[config.mk]
export PLATFORM = sky130hd
export DESIGN_NAME = store_narrow_32_16
export DESIGN_NICKNAME = d
export VERILOG_FILES = /design/src/rtl/store_narrow_32_16.sv
export SDC_FILE = /design/constraint.sdc
export NUM_CORES = 1
export LEC_CHECK = 0
export CELL_PAD_IN_SITES_DETAIL_PLACEMENT = 1
export CELL_PAD_IN_SITES_GLOBAL_PLACEMENT = 2
export CORE_MARGIN = 4
export CORE_UTILIZATION = 35
export DETAILED_ROUTE_END_ITERATION = 16
export DONT_BUFFER_PORTS = 1
export GPL_TIMING_DRIVEN = 1
export PLACE_DENSITY_LB_ADDON = 0.12
export SETUP_SLACK_MARGIN = 0.3
export SYNTH_ARGS = -nofsm -noshare
export SYNTH_HDL_FRONTEND = slang
export SYNTH_SLANG_ARGS = --single-unit
export TNS_END_PERCENT = 50
[constraint.sdc]
create_clock -name clk -period 3.2 [get_ports clk]
set_input_delay 0.96 -clock clk [delete_from_list [all_inputs] [get_ports clk]]
set_output_delay 0.96 -clock clk [all_outputs]
set_load 0.02 [all_outputs]
[src/rtl/store_narrow_32_16.sv]
// ---------------------------------------------------------------------------
// Module   : store_narrow_32_16
// Purpose  : Narrows a 32-bit byte/half/word store into one or two 16-bit
//            byte-enabled beats for a 16-bit data-memory write port.
// Options  : STORE_NARROW_ALIGN_CHECK_EN rejects misaligned or reserved sizes.
// Revision : 1.0
// ---------------------------------------------------------------------------
`default_nettype none

module store_narrow_32_16 #(
  parameter int ADDR_W = 32
) (
  input  logic              clk,
  input  logic              rst,
  input  logic              req_valid_i,
  output logic              req_ready_o,
  input  logic [ADDR_W-1:0] req_addr_i,
  input  logic [31:0]       req_data_i,
  input  logic [1:0]        req_size_i,
  output logic              mem_valid_o,
  input  logic              mem_ready_i,
  output logic [ADDR_W-1:0] mem_addr_o,
  output logic [15:0]       mem_data_o,
  output logic [1:0]        mem_be_o,
  output logic              done_o,
  output logic              err_o
);

  localparam logic [1:0] c_SZ_BYTE = 2'b00;
  localparam logic [1:0] c_SZ_HALF = 2'b01;
  localparam logic [1:0] c_SZ_WORD = 2'b10;

  typedef enum logic [1:0] {
    S_IDLE = 2'b00,
    S_LO   = 2'b01,
    S_HI   = 2'b10,
    S_RESP = 2'b11
  } state_t;

  state_t            state_q, state_d;
  logic [ADDR_W-1:0] addr_q;
  logic [31:0]       data_q;
  logic [1:0]        size_q;
  logic              err_q;

  logic              w_accept;
  logic              w_reject;
  logic              w_is_word;
  logic [ADDR_W-1:0] w_base;

`ifdef STORE_NARROW_ALIGN_CHECK_EN
  assign w_reject = (req_size_i == 2'b11)
                  | ((req_size_i == c_SZ_HALF) & req_addr_i[0])
                  | ((req_size_i == c_SZ_WORD) & (|req_addr_i[1:0]));
`else
  assign w_reject = 1'b0;
`endif

  assign w_accept  = req_valid_i & req_ready_o;
  // Size 11 only survives to here when alignment checking is off; it acts as a word.
  assign w_is_word = size_q[1];

  always_comb begin
    w_base = addr_q;
    if (w_is_word) w_base[1:0] = 2'b00;
    else           w_base[0]   = 1'b0;
  end

  always_comb begin
    state_d     = state_q;
    req_ready_o = 1'b0;
    mem_valid_o = 1'b0;
    mem_addr_o  = '0;
    mem_data_o  = '0;
    mem_be_o    = 2'b00;
    done_o      = 1'b0;
    err_o       = 1'b0;
    unique case (state_q)
      S_IDLE: begin
        req_ready_o = !rst;
        if (req_valid_i && !rst) state_d = w_reject ? S_RESP : S_LO;
      end
      S_LO: begin
        mem_valid_o = 1'b1;
        mem_addr_o  = w_base;
        if (size_q == c_SZ_BYTE) begin
          mem_data_o = {2{data_q[7:0]}};
          mem_be_o   = addr_q[0] ? 2'b10 : 2'b01;
        end else begin
          mem_data_o = data_q[15:0];
          mem_be_o   = 2'b11;
        end
        if (mem_ready_i) state_d = w_is_word ? S_HI : S_RESP;
      end
      S_HI: begin
        mem_valid_o = 1'b1;
        mem_addr_o  = w_base + ADDR_W'(2);
        mem_data_o  = data_q[31:16];
        mem_be_o    = 2'b11;
        if (mem_ready_i) state_d = S_RESP;
      end
      S_RESP: begin
        done_o  = 1'b1;
        err_o   = err_q;
        state_d = S_IDLE;
      end
    endcase
  end

  always_ff @(posedge clk) begin
    if (rst) begin
      state_q <= S_IDLE;
      addr_q  <= '0;
      data_q  <= '0;
      size_q  <= 2'b00;
      err_q   <= 1'b0;
    end else begin
      state_q <= state_d;
      if (w_accept) begin
        addr_q <= req_addr_i;
        data_q <= req_data_i;
        size_q <= req_size_i;
        err_q  <= w_reject;
      end
    end
  end

endmodule

`default_nettype wire

==> flow_summary.toml <==
[clock_tree]
cts_sinks = 68
clkTransAtPathRegs_ns = 0.06
cts-root-buf = "clkbuf_16"
ctsHoldBuffers = 0
cts_buffers = 9
cts-htree-levels = 3
cts_tree = "done"
clk_latency_ns = 0.35
clk_path_buf_depth = 2

[floorplan]
pin_count = 124
core_area_um2 = 11030
fp.dieH_um = 115.3
die_area_um2 = 13290
start_util = 0.3652
rows = 38
fp.dieW_um = 115.3

[place]
place_hpwl_mm = 9.321
post-place-ws_ns = 0.1174
io_buffer_count = 0
place_congestion = 0.7707
dpl_cell_area_um2 = 4479

[finish]
finalInstanceArea_um2 = 5210
area.growth.synth_to_final_pct = 29.32
drive_above_1_share = 0.2620
nets = 656
num_antenna_cells = 0

[logic_synthesis]
synth_commonest_cells = "o21ai_0 (90), nand2_1 (89), dfxtp_1 (68), nand2b_1 (62), clkbuf_1 (36)"
yosys.area.top_type = "dfxtp_1"
yosysUniqueCellTypes = 46
synth_area_leaders = "dfxtp_1 (34%), o21ai_0 (11%), nand2b_1 (9.6%)"
yosysWarningCount = 0
synth_seq_cells = 68
async_flop_share = 0
synth.most_common_cell = "o21ai_0"
avgSynthCellArea_um2 = 7.447
ys_seq_area_frac = 0.3379
ys.flop_type = "dfxtp_1"
synth_top_cell_area_share = 0.3379
syn-cell-area_um2 = 4029
netlist_instances = 541
synth-edff-count = 0

[route]
wl_per_cell_um = 19.27
dr.pass1.iters = 5
viasPerCell = 5.479
num_vias = 3967
ant_nets = 0
wl_mm = 13.95
drt_iter0_drc = 203
drcViolationCount = 0

[timing]
timing.hold.ws_ns = 0.4752
finClkSkew_ns = 0.007348
hold_violations = 0
fin_crit_sh = 0.9675
period_needed_ns = 3.096
rsz0062_at_grt = "yes"
slew_viol_final = 0
fmax_mhz = 323.0
setup_violations = 0
worst_slack_ns = 0.1041

[power]
power.share.switching = 0.3795
irDropWorstVdd_v = 0.0003914
seqPwrFrac = 0.338
p_int_mw = 2.267
combinationalPowerShare = 0.365
p_clk_frac = 0.297
p_per_area_nw_per_um2 = 701.2
p_switching_mw = 1.386
p_leak_nw = 1.919

[worst_setup_path]
endpoint_kind = "primary output"
critical_path_class = "flip-flop to primary output"
critical_path_arrival_ns = 2.14
cp-start-kind = "flip-flop"
critPathMaxFanout = 6
crit_required_ns = 2.24

[grt]
grt_pass1_vias = 4190
grt_overflow = 0
grt_usage = 0.2124
grt_max_degree = 71
antenna_found_initial = 0
grt_pass1_wl_mm = 22.14

[outcome]
status = "finished, final reports clean"

[worst_hold_path]
hold_class = "flip-flop to flip-flop"

[run]
maxCapViolCount = 0
-- cells by family (layout without fill, tap and decap cells) --
logic type,after synthesis,in the layout,synth area share
buf+inv,51,93,0.05124
simple gates,247,247,0.3298
flops,68,68,0.3379
mux,11,11,0.03013
fa+ha+maj,6,6,0.01863
other cells,1,2,0.0009308
compound gates,157,157,0.2314
-- flip-flops by register name, indices dropped and copies added, names as in the netlist --
name / count
size_q: 2
state_q: 2
data_q: 32
addr_q: 32
-- metrics by stage --
step	instances	power [mW]	TNS, ns	utilization
2_1_floorplan	542	2.027	0	-
3_5_place_dp	692	2.440	0	0.4061
4_1_cts	718	3.679	-0.03779	0.4637
5_1_grt	724	3.894	-0.005884	0.4723
6_report	724	3.653	0	0.4723
3_3_place_gp	692	2.405	0	0.4061
-- critical path, stage by stage (launching register included) --
cell	delay (ns)
dfxtp_4	0.36
buf_6	0.12
nand3b_1	0.25
nor3_4	0.20
buf_6	0.17
nand3_4	0.10
o211ai_1	0.15
or3b_4	0.44
-- worst paths after layout --
check             cells past startpoint        from  slack [ns]        endpoint
hold reg to reg                       2  data_q[10]        0.48      data_q[10]
hold / removal                        2  data_q[10]        0.48      data_q[10]
setup / recovery                      7   size_q[1]        0.10  mem_addr_o[20]
setup reg to reg                      7  state_q[1]        1.14      addr_q[17]
-- routing by layer --
| metal | wire length, um | GRT usage |
|---|---|---|
| met4 | 251 | 0.08294 |
| met3 | 977 | 0.08316 |
| met5 | 0 | 0 |
| met1 | 5833 | 0.2402 |
| met2 | 6887 | 0.3596 |
-- power by group through the flow --
| stage | Sequential (mW) | Combinational, mW | Clock [mW] |
|---|---|---|---|
| after global routing | 1.27 | 1.48 | 1.15 |
| after CTS | 1.23 | 1.33 | 1.11 |
| after detailed placement | 1.22 | 1.21 | 0 |
| final | 1.24 | 1.33 | 1.08 |
| after floorplan | 1.16 | 0.866 | 0 |
| after global placement | 1.21 | 1.19 | 0 |
-- layout by cell type (no fill, tap or decap), types with 10 or more instances in the layout --
cell type  synthesis  final
dfxtp_1           68     56
buf_4              3     60
o21ai_0           90     73
nand2b_1          62     62
dfxtp_2            0     10
a22oi_1           17     17
nand2_1           89     86
o21ai_1            0     15
nor2b_1           27     26
-- what timing repair did --
action / CTS / global route
setup buffers: 11 / 6
pin swaps: 18 / 10
hold endpoints to repair: 0 / 0
cloned: 0 / 0
setup endpoints to repair: 48 / 33
gates resized for setup: 75 / 14
-- final cells by class --
class / instances / area (um2)
multi-input combinational: 423 / 2710
sequential: 68 / 1381
timing repair buffer: 72 / 606.8
clock inverter: 6 / 88.84
clock buffer: 9 / 225.2
fill: 1328 / 5821
inverter: 6 / 22.52
tap: 140 / 175.2
(Power assumes the default switching activity.)
